`config.mk`:
```
export PLATFORM = sky130hd
export DESIGN_NAME = jump_ctrl_flat
export DESIGN_NICKNAME = d
export VERILOG_FILES = /design/src/rtl/jump_ctrl_if.sv /design/src/rtl/jump_ctrl.sv /design/src/flat_wrapper.sv
export SDC_FILE = /design/constraint.sdc
export NUM_CORES = 1
export LEC_CHECK = 0
export ABC_CLOCK_PERIOD_IN_PS = 2400
export BUFFER_PORTS_ARGS = -buffer_cell sky130_fd_sc_hd__buf_2
export CAP_MARGIN = 10
export CORE_ASPECT_RATIO = 1.2
export CORE_MARGIN = 3
export CORE_UTILIZATION = 49
export DETAILED_ROUTE_END_ITERATION = 16
export GPL_TIMING_DRIVEN = 0
export PLACE_DENSITY = 0.78
export SLEW_MARGIN = 10
export SYNTH_ARGS = -nofsm -noshare
export SYNTH_HDL_FRONTEND = slang
export SYNTH_SLANG_ARGS = --single-unit
```
`constraint.sdc`:
```
create_clock -name clk -period 2.4 [get_ports clk]
set_clock_uncertainty 0.15 [all_clocks]
set_input_delay 0.48 -clock clk [delete_from_list [all_inputs] [get_ports clk]]
set_output_delay 0.48 -clock clk [all_outputs]
set_load 0.01 [all_outputs]
```
`src/rtl/jump_ctrl_if.sv`:
```
// jump_ctrl_if: decoder, datapath-flag, LUT-write and PC-facing signals of jump_ctrl.
//   master : decoder/datapath side (drives start, pc_in, instruction fields,
//            flags, LUT write port; observes jump outputs and flags)
//   slave  : jump_ctrl side
// Signals:
//   start, pc_in, instr_val, br_kind, cond, lut_idx           decoder / PC inputs
//   flags_we, zero_in, neg_in                                 ALU flag load
//   lut_we, lut_waddr, lut_wdata                              LUT write port
//   reljump, absjump, target, pc_reset, done, zero_q, neg_q   outputs
interface jump_ctrl_if #(
    parameter int D      = 12,
    parameter int LUT_AW = 3
);
    logic              start;
    logic [D-1:0]      pc_in;
    logic              instr_val;
    logic [1:0]        br_kind;
    logic [1:0]        cond;
    logic [LUT_AW-1:0] lut_idx;
    logic              flags_we;
    logic              zero_in;
    logic              neg_in;
    logic              lut_we;
    logic [LUT_AW-1:0] lut_waddr;
    logic [D-1:0]      lut_wdata;
    logic              reljump;
    logic              absjump;
    logic [D-1:0]      target;
    logic              pc_reset;
    logic              done;
    logic              zero_q;
    logic              neg_q;

    modport master (
        output start, pc_in, instr_val, br_kind, cond, lut_idx,
               flags_we, zero_in, neg_in, lut_we, lut_waddr, lut_wdata,
        input  reljump, absjump, target, pc_reset, done, zero_q, neg_q
    );

    modport slave (
        input  start, pc_in, instr_val, br_kind, cond, lut_idx,
               flags_we, zero_in, neg_in, lut_we, lut_waddr, lut_wdata,
        output reljump, absjump, target, pc_reset, done, zero_q, neg_q
    );
endinterface

```
`src/rtl/jump_ctrl.sv`:
```
// jump_ctrl: control stage directly upstream of the program counter. Holds the
// condition flags, a 2**LUT_AW-entry jump-target LUT and a run/halt FSM, and
// tells the PC whether to advance, jump relative, jump absolute or sit at 0.
// Ports:
//   clk    clock, all state updates on posedge
//   reset  asynchronous active-low reset
//   bus    jump_ctrl_if.slave (decoder fields, flags, LUT write, PC controls)
//
// state | meaning
// ------+-----------------------------------------------------------
// IDLE  | PC held at 0 via pc_reset; start moves to RUN
// RUN   | executing; branches resolved against registered flags
// HALT  | PC frozen at halt_pc via absjump; done=1; start -> IDLE
module jump_ctrl #(
    parameter int D      = 12,
    parameter int LUT_AW = 3
) (
    input  logic        clk,
    input  logic        reset,
    jump_ctrl_if.slave  bus
);
    localparam int LUT_N = 1 << LUT_AW;

    localparam logic [1:0] BR_REL  = 2'b01;
    localparam logic [1:0] BR_ABS  = 2'b10;
    localparam logic [1:0] BR_HALT = 2'b11;

    typedef enum logic [1:0] {
        IDLE = 2'b00,
        RUN  = 2'b01,
        HALT = 2'b10
    } state_t;

    state_t       state;
    logic [D-1:0] lut [LUT_N];
    logic [D-1:0] halt_pc;
    logic         zero_q;
    logic         neg_q;

    logic [D-1:0] lut_rd;
    logic         cond_ok;
    logic         reljump;
    logic         absjump;
    logic [D-1:0] target;
    logic         pc_reset;
    logic         done;

    always_ff @(posedge clk or negedge reset) begin
        if (!reset) begin
            state   <= IDLE;
            zero_q  <= 1'b0;
            neg_q   <= 1'b0;
            halt_pc <= '0;
            for (int i = 0; i < LUT_N; i++) begin
                lut[i] <= '0;
            end
        end else begin
            if (bus.lut_we) begin
                lut[bus.lut_waddr] <= bus.lut_wdata;
            end
            if (bus.flags_we) begin
                zero_q <= bus.zero_in;
                neg_q  <= bus.neg_in;
            end
            case (state)
                IDLE: begin
                    if (bus.start) begin
                        state <= RUN;
                    end
                end
                RUN: begin
                    if (bus.instr_val && bus.br_kind == BR_HALT) begin
                        state   <= HALT;
                        halt_pc <= bus.pc_in;
                    end
                end
                HALT: begin
                    if (bus.start) begin
                        state <= IDLE;
                    end
                end
                default: state <= IDLE;
            endcase
        end
    end

    // Read port is purely combinational, so a same-cycle write is not visible
    // until the next cycle.
    assign lut_rd = lut[bus.lut_idx];

    // Only the registered flags are consulted; a flag load in this cycle
    // affects the following instruction.
    always_comb begin
        cond_ok = 1'b0;
        case (bus.cond)
            2'b00:   cond_ok = 1'b1;
            2'b01:   cond_ok = zero_q;
            2'b10:   cond_ok = ~zero_q;
            default: cond_ok = neg_q;
        endcase
    end

    always_comb begin
        reljump  = 1'b0;
        absjump  = 1'b0;
        target   = '0;
        pc_reset = 1'b0;
        done     = 1'b0;
        case (state)
            IDLE: pc_reset = 1'b1;
            RUN: begin
                target = lut_rd;
                if (bus.instr_val) begin
                    case (bus.br_kind)
                        BR_REL: reljump = cond_ok;
                        BR_ABS: absjump = cond_ok;
                        BR_HALT: begin
                            // Hold the PC on the halting instruction itself.
                            absjump = 1'b1;
                            target  = bus.pc_in;
                        end
                        default: ;
                    endcase
                end
            end
            HALT: begin
                absjump = 1'b1;
                target  = halt_pc;
                done    = 1'b1;
            end
            default: pc_reset = 1'b1;
        endcase
    end

    assign bus.reljump  = reljump;
    assign bus.absjump  = absjump;
    assign bus.target   = target;
    assign bus.pc_reset = pc_reset;
    assign bus.done     = done;
    assign bus.zero_q   = zero_q;
    assign bus.neg_q    = neg_q;
endmodule

```
`src/flat_wrapper.sv`:
```
// flat-port wrapper written by rule: the top's interface ports become plain ports
module jump_ctrl_flat 
#(
    parameter int D      = 12,
    parameter int LUT_AW = 3
)
  (clk, reset, bus_start, bus_pc_in, bus_instr_val, bus_br_kind, bus_cond, bus_lut_idx, bus_flags_we, bus_zero_in, bus_neg_in, bus_lut_we, bus_lut_waddr, bus_lut_wdata, bus_reljump, bus_absjump, bus_target, bus_pc_reset, bus_done, bus_zero_q, bus_neg_q);
  jump_ctrl_if #(.D(D), .LUT_AW(LUT_AW)) bus_i ();
  input  logic clk;
  input  logic reset;
  input wire logic [$bits(bus_i.start)-1:0] bus_start;
  input wire logic [$bits(bus_i.pc_in)-1:0] bus_pc_in;
  input wire logic [$bits(bus_i.instr_val)-1:0] bus_instr_val;
  input wire logic [$bits(bus_i.br_kind)-1:0] bus_br_kind;
  input wire logic [$bits(bus_i.cond)-1:0] bus_cond;
  input wire logic [$bits(bus_i.lut_idx)-1:0] bus_lut_idx;
  input wire logic [$bits(bus_i.flags_we)-1:0] bus_flags_we;
  input wire logic [$bits(bus_i.zero_in)-1:0] bus_zero_in;
  input wire logic [$bits(bus_i.neg_in)-1:0] bus_neg_in;
  input wire logic [$bits(bus_i.lut_we)-1:0] bus_lut_we;
  input wire logic [$bits(bus_i.lut_waddr)-1:0] bus_lut_waddr;
  input wire logic [$bits(bus_i.lut_wdata)-1:0] bus_lut_wdata;
  output wire logic [$bits(bus_i.reljump)-1:0] bus_reljump;
  output wire logic [$bits(bus_i.absjump)-1:0] bus_absjump;
  output wire logic [$bits(bus_i.target)-1:0] bus_target;
  output wire logic [$bits(bus_i.pc_reset)-1:0] bus_pc_reset;
  output wire logic [$bits(bus_i.done)-1:0] bus_done;
  output wire logic [$bits(bus_i.zero_q)-1:0] bus_zero_q;
  output wire logic [$bits(bus_i.neg_q)-1:0] bus_neg_q;
  assign bus_i.start = bus_start;
  assign bus_i.pc_in = bus_pc_in;
  assign bus_i.instr_val = bus_instr_val;
  assign bus_i.br_kind = bus_br_kind;
  assign bus_i.cond = bus_cond;
  assign bus_i.lut_idx = bus_lut_idx;
  assign bus_i.flags_we = bus_flags_we;
  assign bus_i.zero_in = bus_zero_in;
  assign bus_i.neg_in = bus_neg_in;
  assign bus_i.lut_we = bus_lut_we;
  assign bus_i.lut_waddr = bus_lut_waddr;
  assign bus_i.lut_wdata = bus_lut_wdata;
  assign bus_reljump = bus_i.reljump;
  assign bus_absjump = bus_i.absjump;
  assign bus_target = bus_i.target;
  assign bus_pc_reset = bus_i.pc_reset;
  assign bus_done = bus_i.done;
  assign bus_zero_q = bus_i.zero_q;
  assign bus_neg_q = bus_i.neg_q;
  jump_ctrl #(.D(D), .LUT_AW(LUT_AW)) u_core (.clk(clk), .reset(reset), .bus(bus_i));
endmodule
```
# After elaboration in Yosys (flattened, before gate mapping)
# Index checks and enable logic that the tools add are counted.
dict set report word_totals {
  reg_bits 112
  output_inout_bits 18
  wordCells 57
}
dict set report op_classes {
  magnitude_cmp 3
  n_eq_ne 10
  mux 22
  bitwise 3
  n_reduce_logical 7
}
# cell count
set ops {}
lappend ops {{$bwmux W96} 1}
lappend ops {{$mux W12} 5}
lappend ops {{$bmux W12 S3} 1}
lappend ops {{$demux W12 S3} 1}
lappend ops {{$pmux W12 S2} 1}
lappend ops {{$eq A2 B2 Y1 const B} 4}
lappend ops {{$ge A4 B4 Y1 const B} 2}
lappend ops {{$not A3 Y4} 2}
lappend ops {{$eq A2 B1 Y1 const B} 3}
lappend ops {{$mux W1} 6}
lappend ops {{$mux W2} 3}
lappend ops {{$pmux W2 S3} 1}
lappend ops {{$logic_not A2 Y1} 2}
lappend ops {{$lt A4 B1 Y1 const B} 1}
lappend ops {{$ne A2 B2 Y1 const B} 2}
lappend ops {{$pmux W1 S2} 2}
lappend ops {{$pmux W1 S3} 1}
lappend ops {{$reduce_and A3 Y1} 1}
lappend ops {{$logic_and A1 B1 Y1} 2}
lappend ops {{$ne A2 B1 Y1 const B} 1}
lappend ops {{$reduce_and A2 Y1} 1}
lappend ops {{$reduce_or A2 Y1} 1}
lappend ops {{$not A1 Y1} 1}

# Logic depth before layout (Yosys ltp)
dict set report logic_depth {
  word_depth 7
  ltp_mapped 7
  mapped_depth_nobuf 5
}

# Worst setup path before layout
# OpenSTA, ideal clock, no wires.
dict set report synth_path {
  path_kind {input-to-output}
  start {in bus_lut_idx[0]}
  end {out bus_target[6]}
  t_arrival_ns 1.542
  t_required_ns 1.770
  path_slack_ns 0.228
  cell_stages 4
  path_buffers 1
  cell_sequence {buf_4 -> mux4_2 -> mux2_2 -> o2bb2ai_1}
}
dict set report synth_between {
  elab_chain_cells 7
}
# item line
set synth_rtl {}
lappend synth_rtl {{start: declaration} flat_wrapper.sv:16} ;# input wire logic [$bits(bus_i.lut_idx)-1:0] bus_lut_idx;
lappend synth_rtl {{$not A3 Y4 (not written as such) (*)} jump_ctrl.sv:89} ;# assign lut_rd = lut[bus.lut_idx];
lappend synth_rtl {{$bmux W12 S3 (*)} jump_ctrl.sv:89}
lappend synth_rtl {{$mux W12 (not written as such) (*) (2 in a row)} jump_ctrl.sv:89}
lappend synth_rtl {{$mux W12} jump_ctrl.sv:114} ;# case (bus.br_kind)
lappend synth_rtl {{$mux W12 (*)} jump_ctrl.sv:113} ;# if (bus.instr_val) begin
lappend synth_rtl {{$pmux W12 S2 (*)} jump_ctrl.sv:109} ;# case (state)
lappend synth_rtl {{end: declaration} flat_wrapper.sv:25} ;# output wire logic [$bits(bus_i.target)-1:0] bus_target;
# Mark *: on every way between the ends. The rest lies on a longest branch, timed or not. The select of a mux whose other input is x is not followed.

# Final worst setup path
dict set report layout_path {
  start {reg u_core.state[1]}
  end {out bus_target[3]}
}
dict set report layout_between {
  elab_chain_cells 2
  elab_cells_between_ends 3
}
# item line
set layout_rtl {}
lappend layout_rtl {{start: declaration} jump_ctrl.sv:34} ;# state_t state;
lappend layout_rtl {{start signal: assignment} jump_ctrl.sv:50} ;# state <= IDLE;
lappend layout_rtl {{start signal: assignment} jump_ctrl.sv:68} ;# state <= RUN;
lappend layout_rtl {{start signal: assignment} jump_ctrl.sv:73} ;# state <= HALT;
lappend layout_rtl {{$eq A2 B2 Y1 / $eq A2 B1 Y1 (equally long branches)} jump_ctrl.sv:109}
lappend layout_rtl {{$pmux W12 S2 (*)} jump_ctrl.sv:109}
# Mark *: on every way between the ends. The rest lies on a longest branch, timed or not.

==> out/results.tsv <==
stage	metric	value	unit
synth	synth-edff-count	0	
clock_tree	tritoncts	done	
synth	syn_inst	377	
placed_design	gp_congestion	0.769	
sta	fin_ws	-0.235	ns
synth	synth_area	0.00532	mm^2
grt	grt_pass1_vias	3891	
setup_path	endpoint_kind	primary output	
synth	synth_flop_cell	dfrtp_1	
setup_path	required	1.77	ns
sta	period_minus_slack	2.63	ns
synth	synth_common_cells	dfrtp_1 (112), mux2_2 (111), mux2i_1 (45), a22oi_1 (24), buf_2 (12)	
power_and_ir_drop	totalPowerFinal	5980	uW
sta	rsz0062_at_grt	yes	
final_layout	layout-drive-gt1-share	0.509	
synth	syn_avg_cell_area	14.1	um^2
setup_path	cp_common_cell	buf_6	
status	status	finished with violations	
placed_design	place_area	0.00581	mm^2
synth	synthArstFlopShare	1.00	
floorplanning	fp.dieArea	0.0121	mm^2
final_layout	syn_to_final_growth	20.2	%
sta	min_period_over_period	1.10	
synth	ys_types	33	
run	drv_cap	0	
sta	slew_violations	0	
grt	grt_max_degree	59	
floorplanning	row_count	41	
worst_hold_path	worst_hold_path_type	in2reg	
setup_path	startpoint_type	flip-flop	
clock_tree	cts_buffers	9	
final_layout	fin_cells	595	
setup_path	cp_cell_sequence	inv_2, buf_6, ha_4, inv_4, nor3_4, buf_6, a32o_1, buf_2	
placed_design	dp_cells	565	
drt	post_drt_wl_per_cell	21.4	um
grt	antenna_found_initial	0	
synth	synth_top_area_cell	dfrtp_1	
power_and_ir_drop	powerDensity	935	mW/mm^2
power_and_ir_drop	ir_drop	0.383	mV
synth	ys_ff_latch	112	
floorplanning	die_y	120	um
setup_path	arrival	2.00	ns
floorplanning	die_width	101	um
final_layout	diodes	0	
drt	ant_nets	0	
grt	grt_pass1_wl	20.2	mm
synth	yosysMostFrequentCell	dfrtp_1	
floorplanning	initial_core_util	0.503	
status	violations	setup timing	
final_layout	finalInstanceArea	0.00640	mm^2
drt	drtIter0Drc	152	
drt	route.final.wire_length	12.7	mm
sta	worstMarginPinSlew	0.625	ns
clock_tree	cts_buffer_depth	2	
sta	slew-limit-headroom	0.583	
placed_design	dp_hpwl	8.40	mm
sta	finalHoldViolations	0	
synth	syn_nets	422	
synth	synth_warnings	0	
floorplanning	pin_count	60	
clock_tree	clockRootBuffer	clkbuf_16	
synth	ys_seq_area_frac	0.527	
synth	synth_top_area_frac	0.527	
floorplanning	fp.coreArea	0.0106	mm^2
grt	overflow	0	
grt	grt_usage	0.221	
final_layout	nNetsFinal	507	
synth	yosys-top-cells-area	dfrtp_1 (53%), mux2_2 (23%), mux2i_1 (8.5%)	
power_and_ir_drop	leakage	0.00291	uW
clock_tree	clkLatencyLatePin	0.34	ns
final_layout	utilization	0.605	
drt	vias_per_cell	5.93	
final_layout	fill_cells	801	
clock_tree	cts.sinks	112	
sta	setup_viol	12	
sta	timing.fmax	0.380	GHz
setup_path	cpPeakStageDelay	0.38	ns
placed_design	port_buffers	58	
clock_tree	path_clk_slew	0.07	ns
drt	vias	3527	
sta	holdWs	0.213	ns
clock_tree	htree_num_levels	3	
drt	route.detailed.drc	0	
setup_path	critical_path_class	reg2out	
setup_path	crit_slowest_cell	dfrtp_1	
setup_path	cp_max_fo	5	
drt	drt_first_pass_iters	4	
## layout by cell type (no fill, tap or decap), types with 3 or more instances in the layout
| cell | instances |
|---|---|
| mux2_2 | 111 |
| mux2i_1 | 45 |
| clkbuf_16 | 9 |
| dfrtp_1 | 112 |
| clkbuf_2 | 3 |
| buf_4 | 15 |
| nand4b_1 | 3 |
| buf_2 | 62 |
| clkbuf_1 | 4 |
| buf_6 | 9 |
| a32o_1 | 9 |
| a22o_1 | 9 |
| a22oi_1 | 24 |
## worst max-delay path: cells and delay by family, from the launching register on
family	cells	cell delay [ns]
adder cells (fa/ha/maj)	1	0.27
AO/OA/AOI/OAI	1	0.19
flip-flops	1	0.38
buffers and inverters	5	0.57
AND/OR/NAND/NOR	1	0.24
## through the flow
step	TNS [ns]	worst slack (ns)
after floorplan	0	0.228
after global placement	-58.66	-0.516
after detailed placement	-2.03	-0.210
after CTS	-2.12	-0.209
after global routing	-3.15	-0.286
final	-2.43	-0.235
## logic make-up after synthesis
family,Yosys count,share of synthesized area
and+or+nand+nor,21,0.0278
muxes,158,0.328
adders and majority gates,3,0.00706
AOI/OAI and AO/OA,55,0.0842
buffers and inverters,28,0.0261
DFF,112,0.527
## routing by layer
metal  part of all wire  wire length [um]  GRT usage
met5                  0                 0          0
met2               0.52              6640      0.375
met3              0.056               715     0.0552
met1               0.39              5030      0.266
met4              0.028               356     0.0906
## final cells by class
cell class / count / area, um^2 / area share
Timing Repair Buffer: 74 / 489 / 0.0765
Buffer: 23 / 166 / 0.0260
Multi-Input combinational cell: 237 / 2470 / 0.386
Clock inverter: 3 / 42.5 / 0.00665
Inverter: 5 / 21.3 / 0.00332
Clock buffer: 12 / 246 / 0.0385
Sequential cell: 112 / 2800 / 0.438
Tap cell: 129 / 161 / 0.0252
## timing repair
item | in CTS | in global routing
resized for setup | 37 | 6
hold buffers | 1 | 0
setup buffers | 12 | 0
pin swaps | 17 | 6
hold endpoints to repair | 54 | 0
endpoints found under the setup margin | 13 | 13
cloned | 2 | 0
## state kept, by name, summed over array words and instances (netlist names)
name / cells
u_core.lut: 96
u_core.halt_pc: 12
u_core.state: 2
u_core.bus.neg_q: 1
u_core.bus.zero_q: 1
## path summary, 6_finish.rpt
check | startpoint | end | slack [ns] | cells past startpoint
worst max-delay path | u_core.state[1] | bus_target[3] | -0.23 | 8
worst min-delay path | bus_zero_in | u_core.bus.zero_q | 0.21 | 2
worst max register to register | u_core.state[1] | u_core.halt_pc[5] | 0.56 | 7
worst min register to register | u_core.lut[85] | u_core.lut[85] | 0.36 | 1
max in group asynchronous | reset | u_core.lut[80] | 0.93 | 3
min in group asynchronous | reset | u_core.lut[65] | 0.52 | 2
## power by group
group	switching (uW)	internal [uW]	total [uW]
combinational	887	998	1890
sequential	255	2360	2620
clock	647	832	1480
total	1790	4190	5980
(Power assumes the default switching activity.)
